$ cat src/rtl/eth_tx_arbiter.sv
// Round-robin arbiter sharing one eth_tx frame transmitter between two packet sources.
// Routes the granted source for one frame; a watchdog aborts frames that never complete.
module eth_tx_arbiter #(
    parameter int unsigned MAX_FRAME_CYCLES = 8192,
    parameter int unsigned BYTE_LEN         = 8
) (
    input  logic                clk,
    input  logic                rst,
    input  logic                req0,
    input  logic                req1,
    input  logic                src0_inclk,
    input  logic                src1_inclk,
    input  logic [BYTE_LEN-1:0] src0_in,
    input  logic [BYTE_LEN-1:0] src1_in,
    input  logic                src0_done,
    input  logic                src1_done,
    output logic                grant0,
    output logic                grant1,
    output logic                src0_readclk,
    output logic                src1_readclk,
    output logic                src0_abort,
    output logic                src1_abort,
    output logic                tx_start,
    output logic                tx_rst,
    output logic                tx_inclk,
    output logic [BYTE_LEN-1:0] tx_in,
    output logic                tx_in_done,
    input  logic                tx_upstream_readclk,
    input  logic                tx_done,
    output logic                busy
);

    localparam int unsigned     WD_W    = $clog2(MAX_FRAME_CYCLES);
    localparam logic [WD_W-1:0] WD_LAST = WD_W'(MAX_FRAME_CYCLES - 1);

    typedef enum logic [1:0] {IDLE, START, ACTIVE, ABORT} state_t;

    state_t          state_q;
    logic [1:0]      grant_q;
    logic            last_q;
    logic [WD_W-1:0] wd_q;
    logic [1:0]      pick;

    // Both requesting: the source not served last wins.
    always_comb begin
        pick = {req1, req0};
        if (req0 && req1) pick = last_q ? 2'b01 : 2'b10;
    end

    always_ff @(posedge clk) begin
        if (rst) begin
            state_q <= IDLE;
            grant_q <= '0;
            last_q  <= 1'b1;
            wd_q    <= '0;
        end else begin
            case (state_q)
                IDLE: begin
                    if (req0 || req1) begin
                        grant_q <= pick;
                        state_q <= START;
                    end
                end
                START: begin
                    wd_q    <= '0;
                    state_q <= ACTIVE;
                end
                ACTIVE: begin
                    wd_q <= wd_q + 1'b1;
                    if (tx_done) begin
                        grant_q <= '0;
                        last_q  <= grant_q[1];
                        state_q <= IDLE;
                    end else if (wd_q == WD_LAST) begin
                        state_q <= ABORT;
                    end
                end
                ABORT: begin
                    grant_q <= '0;
                    last_q  <= grant_q[1];
                    state_q <= IDLE;
                end
                default: state_q <= IDLE;
            endcase
        end
    end

    // Everything except tx_rst is forced low while rst is held, even before the state has cleared.
    logic run, active, abort_st;
    assign run      = !rst;
    assign active   = run && (state_q == ACTIVE);
    assign abort_st = run && (state_q == ABORT);

    assign grant0       = run && grant_q[0];
    assign grant1       = run && grant_q[1];
    assign tx_start     = run && (state_q == START);
    assign busy         = run && (state_q != IDLE);
    assign tx_rst       = rst || abort_st;
    assign src0_abort   = abort_st && grant_q[0];
    assign src1_abort   = abort_st && grant_q[1];
    assign src0_readclk = active && grant_q[0] && tx_upstream_readclk;
    assign src1_readclk = active && grant_q[1] && tx_upstream_readclk;
    assign tx_inclk     = active && ((grant_q[0] && src0_inclk) || (grant_q[1] && src1_inclk));
    assign tx_in_done   = active && ((grant_q[0] && src0_done) || (grant_q[1] && src1_done));

    always_comb begin
        tx_in = '0;
        if (active && grant_q[0]) tx_in = src0_in;
        else if (active && grant_q[1]) tx_in = src1_in;
    end

endmodule

$ cat config.mk
export PLATFORM = sky130hd
export DESIGN_NAME = eth_tx_arbiter
export DESIGN_NICKNAME = d
export VERILOG_FILES = /design/src/rtl/eth_tx_arbiter.sv
export SDC_FILE = /design/constraint.sdc
export NUM_CORES = 1
export LEC_CHECK = 0
export ABC_AREA = 1
export BUFFER_PORTS_ARGS = -buffer_cell sky130_fd_sc_hd__buf_2
export CAP_MARGIN = 25
export CORE_ASPECT_RATIO = 1.75
export CORE_MARGIN = 1
export CORE_UTILIZATION = 31
export CTS_CLUSTER_SIZE = 25
export DETAILED_ROUTE_END_ITERATION = 6
export HOLD_SLACK_MARGIN = 0.06
export PLACE_DENSITY = 0.6
export SLEW_MARGIN = 40
export SYNTH_ARGS = -nofsm -noshare
export SYNTH_HDL_FRONTEND = slang
export SYNTH_SLANG_ARGS = --single-unit
$ cat constraint.sdc
create_clock -name clk -period 1.4 [get_ports clk]
set_input_delay 0.28 -clock clk [delete_from_list [all_inputs] [get_ports clk]]
set_output_delay 0.28 -clock clk [all_outputs]
set_load 0.05 [all_outputs]
# Word level (Yosys, flattened, before mapping)
# Index checks and enable logic that the tools add are counted.
classes:
  add_sub_neg: 1
  n_eq_ne: 7
  n_mux: 14
  n_reduce_logical: 32
ops:
  columns: ["op", "count"]
  rows:
  - ["$pmux W13 S2", 1]
  - ["$logic_and A1 B1 Y1", 19]
  - ["$mux W8", 2]
  - ["$mux W2", 7]
  - ["$add A13 B1 Y13 const B", 1]
  - ["$eq A13 B13 Y1 const B", 1]
  - ["$pmux W2 S4", 1]
  - ["$pmux W2 S3", 1]
  - ["$reduce_bool A2 Y1", 3]
  - ["$eq A2 B2 Y1 const B", 2]
  - ["$logic_or A1 B1 Y1", 4]
  - ["$ne A2 B2 Y1 const B", 2]
  - ["$reduce_and A2 Y1", 2]
  - ["$ne A3 B3 Y1 const B", 1]
  - ["$reduce_and A3 Y1", 1]
  - ["$reduce_bool A3 Y1", 1]
  - ["$eq A2 B1 Y1 const B", 1]
  - ["$logic_not A2 Y1", 1]
  - ["$pmux W1 S2", 1]
  - ["$logic_not A1 Y1", 1]
  - ["$mux W1", 1]
totals:
  regBits: 18
  input_bits: 26
  output_inout_bits: 19

# Logic depth before layout (Yosys ltp)
# Gate-level depths: netlist of run 1.
depth:
  word_depth: 5
  depth_mapped: 9
  mapped_depth_nobuf: 9

# Worst setup path before layout of run 1
# No wires, ideal clock.
synth_timing:
  path_kind: "register to output"
  start: "register state_q[0]"
  end: "output port tx_in[0]"
  t_arrival_ns: 2.159
  slack_ns: -1.039
  stages_incl_launch_ff: 7
  path_buffers: 0
  path_cell_list: "dfxtp_1 > inv_1 > ha_1 > inv_2 > nor2_2 > nand2_1 > o21ai_0"
synth_via:
  elab_chain_len: 5
  word_cells_on_any_way: 6
  cone_classes: "eq/ne: 1; mux: 2; reduce/logical: 3"
synth_lines:
  columns: ["element", "line_no", "source"]
  rows:
  - ["start, declared", "38", "state_t state_q;"]
  - ["start signal, assigned", "52", "state_q <= IDLE;"]
  - ["start signal, assigned", "61", "state_q <= START;"]
  - ["start signal, assigned", "66", "state_q <= ACTIVE;"]
  - ["$eq A2 B2 Y1 (*)", "91", "assign active = run && (state_q == ACTIVE);"]
  - ["$logic_and A1 B1 Y1 (*)", "91", null]
  - ["$logic_and A1 B1 Y1", "109", "else if (active && grant_q[1]) tx_in = src1_in;"]
  - ["$mux W8", "109", null]
  - ["$mux W8 (*)", "108", "if (active && grant_q[0]) tx_in = src0_in;"]
  - ["end, declared", "26", "output logic [BYTE_LEN-1:0] tx_in,"]
# Mark *: on every way between the ends. The rest lies on a longest branch, timed or not.

# Final worst setup path of run 1
layout_timing:
  start: "register state_q[0]"
  end: "output port tx_in[7]"
# Same word-level chain as after synthesis.

==> qor.csv, run 1 <==
stage,metric,value,unit
status,status,"complete, but fails checks",
status,violations,setup timing,
sta,skew,1.991,ps
setup_path,required,1120,ps
worst_hold_path,hp-class,primary input to register,
detailed_routing,drc,0,
detailed_routing,wl_per_cell,14.01,um
grt,grt_overflow,0,
clocking,cts_buffer_depth,2,
placement,placed_cell_area,0.001760,mm2
worst_hold_path,hp-start,req1,
sta,worst_pin_slew,241.7,ps
setup_path,critPathBufInv,4,
power_and_ir_drop,p_leak,0.9485,nW
power_and_ir_drop,pwr-share-clk,19.4,%
sta,slew_headroom,83.87,%
logic_synthesis,synth_seq_cells,18,
floorplan,ios,45,
logic_synthesis,synth-main-ff-cell,dfxtp_1,
setup_path,worst_r2r_endpoint,wd_q[11],
setup_path,crit_path_cell_trace,inv_2 > ha_4 > inv_4 > nor2_4 > buf_12 > nand3_1 > o21ai_4 > buf_8,
layout,fin_area,0.002290,mm2
grt,grt_pass1_wl,5754,um
setup_path,crit_fanout,8,
power_and_ir_drop,swShare,40.11,%
power_and_ir_drop,cellPowerDensity,953.3,mW/mm2
sta,hold_violations,0,
grt,grt_pass1_vias,1428,
clocking,cts_made_buffers,3,
layout,syn2layout_area_growth,98.05,%
sta,finalWorstSetupSlack,-415.7,ps
power_and_ir_drop,ir_worst_vdd,0.8159,mV
clocking,clk_pin_slew,70,ps
detailed_routing,drtIter0Drc,14,
power_and_ir_drop,netSwitchingPower,0.0008755,W
placement,port_buffers,44,
power_and_ir_drop,power.internal,0.001307,W
logic_synthesis,synth-edff-count,0,
grt,grt_util_all_layers,20.25,%
floorplan,chipWidth,48.17,um
worst_hold_path,hold-path-endpoint,grant_q[1],
sta,post-route-period-util,129.7,%
sta,rsz0062_at_grt,true,
setup_path,cp_slowest_cell,dfxtp_2,
logic_synthesis,syn_nets,208,
placement,hpwlAfterDp,2614,um
power_and_ir_drop,seq_power_share,28.4,%
power_and_ir_drop,total_power,0.002183,W
logic_synthesis,ys_warn_count,0,
layout,drive_above_1_share,57.72,%
setup_path,reg2reg_slack,-180,ps
logic_synthesis,synth_area_per_cell,6.606,um2
logic_synthesis,synth.distinct_cells,26,
logic_synthesis,synth_cells,175,
sta,maxSlewViolCount,0,
grt,grt_max_degree,11,
logic_synthesis,yosysSeqAreaShare,31.17,%
power_and_ir_drop,p_comb_share,52.2,%
clocking,cts_tree,yes,
clocking,cts-htree-levels,1,
floorplan,die-height,82.79,um
setup_path,rr_startpoint,state_q[0],
logic_synthesis,synth-async-reset-ratio,0,%
floorplan,fp-row-count,29,
placement,gp_congestion,0.7909,
detailed_routing,firstDrtPassIters,4,
setup_path,worstPathArrival,1540,ps
detailed_routing,vias,1403,
setup_path,reg2regPathDepth,10,
setup_path,critPathLaunchType,register,
floorplan,fp.coreArea,0.003592,mm2
detailed_routing,viasPerCell,4.805,
setup_path,critPathTopFamily,buffers and inverters,
clocking,clk_latency,250,ps
sta,fmax,550.8,MHz
grt,antenna_found_initial,0,
layout,antenna-diode-count,0,
layout,nets,280,
floorplan,start_util,32.18,%
worst_hold_path,min_path_cells,3,
clocking,root_buffer,clkbuf_8,
run,maxCapViolations,0,
detailed_routing,drt_wl_total,4091,um
sta,finalSetupViolCount,25,
setup_path,end_kind,output port,
setup_path,crit_type,register to output port,
setup_path,slowest_delay,320,ps
logic_synthesis,syn-cell-area,0.001156,mm2
sta,fin_crit,1816,ps
detailed_routing,antenna_left,0,
floorplan,die-area,0.003987,mm2
clocking,cts.sinks,18,
## worst register-to-register path, delay by kind of cell (launching register included)
kind          cells  cell delay (ps)
fa+ha+maj         1              320
buf+inv           2              180
simple gates      7              640
flops             1              330
## worst max-delay path by stage
| stage | depth (start not counted) | startpoint | endpoint |
|---|---|---|---|
| detailed placement | 7 | state_q[1] | tx_in[0] |
| finish | 8 | state_q[0] | tx_in[7] |
| global placement | 7 | state_q[1] | tx_in[0] |
| global route | 8 | state_q[0] | tx_in[7] |
| floorplan | 6 | state_q[0] | tx_in[0] |
| CTS | 8 | state_q[0] | tx_in[5] |
## synthesized netlist by cell type (2+ instances only)
master | n | share of area (%)
nand2_1 | 40 | 13
nor2_1 | 20 | 6.5
dfxtp_1 | 18 | 31
inv_1 | 18 | 5.8
nand3_1 | 16 | 6.9
o21ai_0 | 12 | 5.2
a21oi_1 | 8 | 3.5
ha_1 | 7 | 7.6
nor2_2 | 6 | 3.2
o21ai_1 | 4 | 1.7
inv_2 | 3 | 0.97
nand2_2 | 3 | 1.6
nor3_1 | 3 | 1.3
a21oi_2 | 2 | 1.5
buf_2 | 2 | 0.87
nand3_2 | 2 | 1.7
o22ai_1 | 2 | 1.1
## metrics by stage
stage / std cells / utilization [%] / worst slack (ps) / hold slack (ps) / setup TNS, ps
global route: 292 / 63.74 / -476.0 / 345.8 / -7101
global placement: 282 / 49.01 / -248.9 / 445.8 / -4223
detailed placement: 282 / 49.01 / -272.6 / 451.3 / -4614
CTS: 292 / 61.09 / -367.9 / 348.9 / -5148
finish: 292 / 63.74 / -415.7 / 339.4 / -5341
floorplan: 175 / - / -204.0 / 426.2 / -3162
## cell usage in the layout, fill, tap and decap left out, types with 2 or more instances in the layout
cell / instances
nand2_1: 32
buf_2: 25
buf_4: 17
buf_6: 14
inv_1: 13
dfxtp_1: 13
nor2_1: 12
buf_8: 11
nor2_4: 10
nand3_1: 10
o21ai_4: 8
a21oi_1: 8
nand3_4: 6
inv_2: 5
nand2_4: 5
nand2_2: 5
nor2_2: 5
o21ai_0: 5
ha_4: 4
clkbuf_8: 4
dfxtp_2: 4
o21ai_2: 3
ha_1: 3
inv_4: 2
nand2_8: 2
nand3_2: 2
o22ai_1: 2
a21oi_2: 2
buf_12: 2
## cell type report
class	instances	area (um2)
inverter	21	88.84
clock buffer	4	55.05
sequential	18	369.1
timing repair buffer	69	615.6
fill	292	1303
multi-input combinational	134	1104
tap	46	57.56
## cell families after synthesis
kind of cell | Yosys count | share of synthesized area [%]
adder cells (fa/ha/maj) | 7 | 7.575
AND/OR/NAND/NOR | 93 | 36.90
flip-flops | 18 | 31.17
buffers and inverters | 24 | 8.008
XOR/XNOR | 1 | 0.7577
AO/OA/AOI/OAI | 32 | 15.59
## power groups by stage
| stage | Combinational, W | Clock [W] | Sequential, W |
|---|---|---|---|
| 6_report | 0.00114 | 0.000423 | 0.000621 |
| 5_1_grt | 0.00123 | 0.000461 | 0.000628 |
| 4_1_cts | 0.00111 | 0.000433 | 0.000612 |
| 3_5_place_dp | 0.000836 | 0 | 0.000611 |
| 3_3_place_gp | 0.000827 | 0 | 0.000610 |
| 2_1_floorplan | 0.000499 | 0 | 0.000617 |
## flip-flops by register name, summed over array words and instances (netlist names)
signal,count
wd_q,13
grant_q,2
state_q,2
last_q,1
## repair_timing
item,in CTS,in global routing
cloned,2,0
buffers inserted,5,3
endpoints found under the setup margin,33,34
pin swaps,10,13
resized for setup,83,32
hold buffers,0,0
## routing by layer
| layer | part of all wire [%] | GRT usage (%) |
|---|---|---|
| met5 | 0 | 0 |
| met4 | 0.98 | 6.944 |
| met3 | 3.5 | 3.463 |
| met2 | 62 | 43.20 |
| met1 | 34 | 15.67 |
No activity file was read; power rests on OpenSTA's default activity.
==> inputs of run 2 (changes only) <==
--- a/config.mk
+++ b/config.mk
@@ -8,13 +8,16 @@
 export ABC_AREA = 1
 export BUFFER_PORTS_ARGS = -buffer_cell sky130_fd_sc_hd__buf_2
 export CAP_MARGIN = 25
+export CELL_PAD_IN_SITES_DETAIL_PLACEMENT = 0
+export CELL_PAD_IN_SITES_GLOBAL_PLACEMENT = 1
 export CORE_ASPECT_RATIO = 1.75
 export CORE_MARGIN = 1
-export CORE_UTILIZATION = 31
+export CORE_UTILIZATION = 29
 export CTS_CLUSTER_SIZE = 25
 export DETAILED_ROUTE_END_ITERATION = 6
 export HOLD_SLACK_MARGIN = 0.06
-export PLACE_DENSITY = 0.6
+export PLACE_DENSITY = 0.77
+export SKIP_LAST_GASP = 1
 export SLEW_MARGIN = 40
 export SYNTH_ARGS = -nofsm -noshare
 export SYNTH_HDL_FRONTEND = slang
==> run 2 against run 1 <==
Compared with the run above:
- the run still ends with setup timing left
- power increased by 2.5%
- count of clock-buffer cells in the layout unchanged
- critical path depth unchanged
- worst hold slack got worse by 18 ps
- highest routed layer unchanged
==> qor.csv, run 2 (same netlist as run 1, synthesis figures left out) <==
stage,metric,value,unit
worst_hold_path,hp-class,primary input to register,
floorplan,die-height,85.53,um
detailed_routing,vias,1437,
setup_path,cp-startpoint,state_q[0],
clocking,clk_latency,260,ps
clocking,cts_tree,yes,
grt,met3_usage,1.596,%
placement,hpwlAfterDp,2736,um
clocking,cts_made_buffers,3,
grt,grt_max_degree,15,
detailed_routing,drc,0,
floorplan,fp-row-count,30,
sta,tns,-7203,ps
status,violations,setup timing,
grt,grt_util_all_layers,17.50,%
setup_path,crit_type,register to output port,
clocking,cts-htree-levels,1,
setup_path,cp-endpoint,tx_in[2],
status,status,"complete, but fails checks",
sta,whs,321.1,ps
sta,worst_pin_slew,243.7,ps
layout,regMostFlops,wd_q,
power_and_ir_drop,total_power,0.002237,W
sta,finalSetupViolCount,31,
floorplan,chipWidth,49.73,um
detailed_routing,wl_per_cell,12.95,um
power_and_ir_drop,p_leak,0.9825,nW
sta,skew,3.264,ps
detailed_routing,drtIter0Drc,20,
clocking,cts_buffer_depth,2,
power_and_ir_drop,cellPowerDensity,994.8,mW/mm2
floorplan,start_util,30.20,%
grt,grt_pass1_wl,5706,um
power_and_ir_drop,ir_worst_vdd,0.7398,mV
grt,grt_overflow,0,
sta,fin_crit,1835,ps
layout,largestRegisters,"wd_q (13), grant_q (2), state_q (2)",
detailed_routing,viasPerCell,4.822,
setup_path,required,1120,ps
sta,maxSlewViolCount,0,
placement,port_buffers,44,
sta,hold_violations,0,
layout,nets,284,
layout,largest_reg_flops,13,
setup_path,crit_fanout,7,
clocking,root_buffer,clkbuf_8,
layout,fin_cells,298,
sta,rsz0062_at_grt,true,
clocking,clk_pin_slew,70,ps
layout,syn2layout_area_growth,94.48,%
setup_path,reg2reg_slack,-250,ps
detailed_routing,antenna_left,0,
floorplan,fp.coreArea,0.003829,mm2
setup_path,rr_startpoint,state_q[0],
grt,use_met1,16.54,%
setup_path,worstPathArrival,1550,ps
layout,fill_cells,360,
layout,antenna-diode-count,0,
sta,finalWorstSetupSlack,-434.9,ps
clocking,postCtsHoldBufs,0,
placement,dp.cells,283,
detailed_routing,firstDrtPassIters,3,
sta,post-route-period-util,131.1,%
detailed_routing,drt_wl_total,3859,um
floorplan,ios,45,
sta,slew_headroom,83.74,%
grt,grt.busiest_layer,met2,
setup_path,critPathLaunchType,register,
setup_path,reg2regPathDepth,10,
layout,final_common_cell,nand2_1,
floorplan,die-area,0.004253,mm2
setup_path,end_kind,output port,
grt,grt_pass1_vias,1305,
grt,antenna_found_initial,0,
clocking,cts.sinks,18,
run,maxCapViolations,0,
layout,drive_above_1_share,56.40,%
sta,fmax,545.0,MHz
grt,gr-usage-met2,36.24,%
layout,final_cell_mix,"nand2_1, buf_2, buf_6",
setup_path,worst_r2r_endpoint,wd_q[7],
placement,gp_congestion,0.7221,
## run 2: how the worst min path moves through the flow
stage | startpoint | to | cells after the start
floorplan | rst | last_q | 2
global route | req1 | grant_q[1] | 3
CTS | req1 | grant_q[1] | 3
finish | req1 | grant_q[1] | 3
global placement | wd_q[10] | wd_q[10] | 2
detailed placement | wd_q[10] | wd_q[10] | 2
## run 2: worst max-delay path, stage by stage (launching register included)
cell and delay [ps]:
dfxtp_2 320, inv_2 70, ha_4 140, inv_4 40
nor2_4 150, buf_12 160, nand2_8 90, o21ai_4 150
buf_6 170
## run 2: layout make-up
cell class,count,area (um2),share of cell area (%)
inverter,21,86.33,3.840
sequential,18,371.6,16.53
timing repair buffer,73,633.1,28.16
tap,48,60.06,2.671
clock buffer,4,55.05,2.449
multi-input combinational,134,1042,46.35
## run 2: what timing repair did
action | CTS | global route
setup buffers | 1 | 9
pin swaps | 6 | 15
gates cloned | 1 | 1
setup endpoints to repair | 32 | 33
gates resized for setup | 61 | 36
## run 2: report_power, final
group	leakage (nW)	total (W)	internal [W]	switching [W]
logic	0.805	0.00116	0.000532	0.000625
registers	0.149	0.000632	0.000571	0.0000614
clock network	0.0288	0.000447	0.000251	0.000196
## run 2: through the flow
stage          area, um2  utilization (%)  worst slack, ps
4_1_cts             2026            52.91           -427.9
3_5_place_dp        1755            45.85           -307.9
5_1_grt             2248            58.73           -486.9
6_report            2248            58.73           -434.9
3_3_place_gp        1755            45.85           -269.1
2_1_floorplan       1324                -           -204.0
## run 2: metal layers
layer	routed length (um)	part of all wire, %
met1	1377	36
met2	2305	60
met3	99	2.6
met4	76	2.0
met5	0	0
==> inputs of run 3 (changes only) <==
--- a/config.mk
+++ b/config.mk
@@ -10,7 +10,7 @@
 export CAP_MARGIN = 25
 export CELL_PAD_IN_SITES_DETAIL_PLACEMENT = 0
 export CELL_PAD_IN_SITES_GLOBAL_PLACEMENT = 1
-export CORE_ASPECT_RATIO = 1.75
+export CORE_ASPECT_RATIO = 0.6
 export CORE_MARGIN = 1
 export CORE_UTILIZATION = 29
 export CTS_CLUSTER_SIZE = 25
==> run 3 against run 2 <==
Compared with the run above:
- the flow still finishes with violations (setup timing)
- first-iteration DRC count is 75% higher
- core utilization is 1.7 points higher
- clock power is 4% lower
- register-to-register slack better by 110 ps
- via count is 3.5% lower
- combinational power is 8% higher
- setup slack better by 61 ps
- fmax is 3.4% higher
- power is 2.5% higher
- highest routed layer unchanged
==> qor.csv, run 3 (same netlist as run 1, synthesis figures left out) <==
stage,metric,value,unit
sta,whs,337.3,ps
floorplan,ios,45,
setup_path,crit_fanout,5,
layout,largest_reg_flops,13,
clocking,cts_tree,yes,
setup_path,critPathLaunchType,register,
clocking,cts.sinks,18,
detailed_routing,firstDrtPassIters,4,
layout,fin_area,0.002261,mm2
setup_path,critPathTopFamily,buffers and inverters,
clocking,clk_pin_slew,70,ps
floorplan,fp.coreArea,0.003744,mm2
floorplan,chipWidth,83.51,um
layout,regMostFlops,wd_q,
setup_path,crit_type,register to output port,
clocking,cts_buffer_depth,2,
placement,port_buffers,44,
sta,worst_pin_slew,231.8,ps
clocking,postCtsHoldBufs,0,
sta,rsz0062_at_grt,true,
floorplan,fp-row-count,17,
grt,grt_pass1_vias,1256,
grt,grt_util_all_layers,17.37,%
status,status,"complete, but fails checks",
grt,grt_max_degree,11,
sta,fin_crit,1774,ps
clocking,cts_made_buffers,3,
sta,finalSetupViolCount,29,
layout,final_cell_mix,"nand2_1, buf_2, buf_6, buf_4",
sta,fmax,563.7,MHz
placement,hpwlAfterDp,2578,um
detailed_routing,vias,1386,
detailed_routing,viasPerCell,4.651,
clocking,clk_latency,260,ps
sta,slew_headroom,84.53,%
setup_path,crit_path_cell_trace,inv_2 > ha_4 > inv_4 > nor2_4 > buf_12 > nand2_8 > o21ai_4 > buf_6,
power_and_ir_drop,p_leak,0.9688,nW
clocking,root_buffer,clkbuf_8,
grt,grt_pass1_wl,5796,um
clocking,cts-htree-levels,1,
layout,multi_input_area,0.001070,mm2
setup_path,required,1120,ps
sta,hold_violations,0,
floorplan,die-height,50.91,um
layout,fill_cells,335,
setup_path,cp_slowest_cell,dfxtp_2,
detailed_routing,wl_per_cell,12.20,um
sta,post-route-period-util,126.7,%
sta,maxSlewViolCount,0,
layout,regArea,366.6,um2
sta,tns,-5476,ps
detailed_routing,antenna_left,0,
grt,grt_overflow,0,
power_and_ir_drop,cellPowerDensity,1014,mW/mm2
detailed_routing,drtIter0Drc,35,
layout,final_common_cell,nand2_1,
layout,drive_above_1_share,55.38,%
layout,syn2layout_area_growth,95.56,%
power_and_ir_drop,ir_worst_vdd,0.5851,mV
detailed_routing,drc,0,
setup_path,end_kind,output port,
run,maxCapViolations,0,
worst_hold_path,hp-class,primary input to register,
floorplan,die-area,0.004251,mm2
placement,gp_congestion,0.7751,
setup_path,critPathBufInv,4,
setup_path,slowest_delay,330,ps
layout,largestRegisters,"wd_q (13), grant_q (2), state_q (2)",
floorplan,start_util,30.88,%
setup_path,worstPathArrival,1490,ps
sta,skew,2.724,ps
status,violations,setup timing,
layout,antenna-diode-count,0,
layout,nets,285,
sta,finalWorstSetupSlack,-373.9,ps
detailed_routing,drt_wl_total,3637,um
layout,fin_util,60.39,%
grt,antenna_found_initial,0,
placement,placed_cell_area,0.001784,mm2
run 3: worst reg2reg max path, delay by kind of cell, from the launching register on:
kind                     cells  cell delay (ps)
flip-flops                   1              340
adder cells (fa/ha/maj)      1              320
AND/OR/NAND/NOR              6              550
AO/OA/AOI/OAI                1               30
buffers and inverters        2              190
run 3: final timing paths:
check	start	to	slack, ps	depth (start not counted)
max	state_q[0]	tx_in[1]	-370	8
min	req1	grant_q[1]	340	3
max reg2reg	state_q[0]	wd_q[10]	-140	10
min reg2reg	wd_q[10]	wd_q[10]	460	2
run 3: power breakdown:
group / switching (W) / leakage (nW) / total [W] / internal [W]
Combinational: 0.000666 / 0.793 / 0.00125 / 0.000581
Sequential: 0.0000481 / 0.147 / 0.000616 / 0.000568
Clock: 0.000180 / 0.0288 / 0.000430 / 0.000250
run 3: final cells by class:
type | instances | share of cell area (%)
timing repair buffer | 73 | 27.39
sequential | 18 | 16.21
multi-input combinational | 135 | 47.32
clock buffer | 4 | 2.435
tap | 47 | 2.601
inverter | 21 | 4.040
run 3: what timing repair did:
| item | CTS | global route |
|---|---|---|
| pin swaps | 22 | 10 |
| gates resized for setup | 73 | 32 |
| setup buffers | 7 | 4 |
| endpoints found under the setup margin | 33 | 35 |
| cloned | 1 | 1 |
run 3: per-layer routing:
metal	GRT usage (%)	vias to the layer above	wire length [um]
li1	-	725	-
met1	24.83	647	1897
met2	26.23	11	1642
met3	4.847	3	89
met4	3.107	0	8
met5	0	-	0
run 3: through the flow:
step	total power, W	setup slack (ps)	std cells
after global placement	0.001486	-266.9	286
final	0.002293	-373.9	298
after global routing	0.002424	-463.6	298
after floorplan	0.001116	-204.0	175
after CTS	0.002198	-382.0	297
after detailed placement	0.001491	-278.1	286
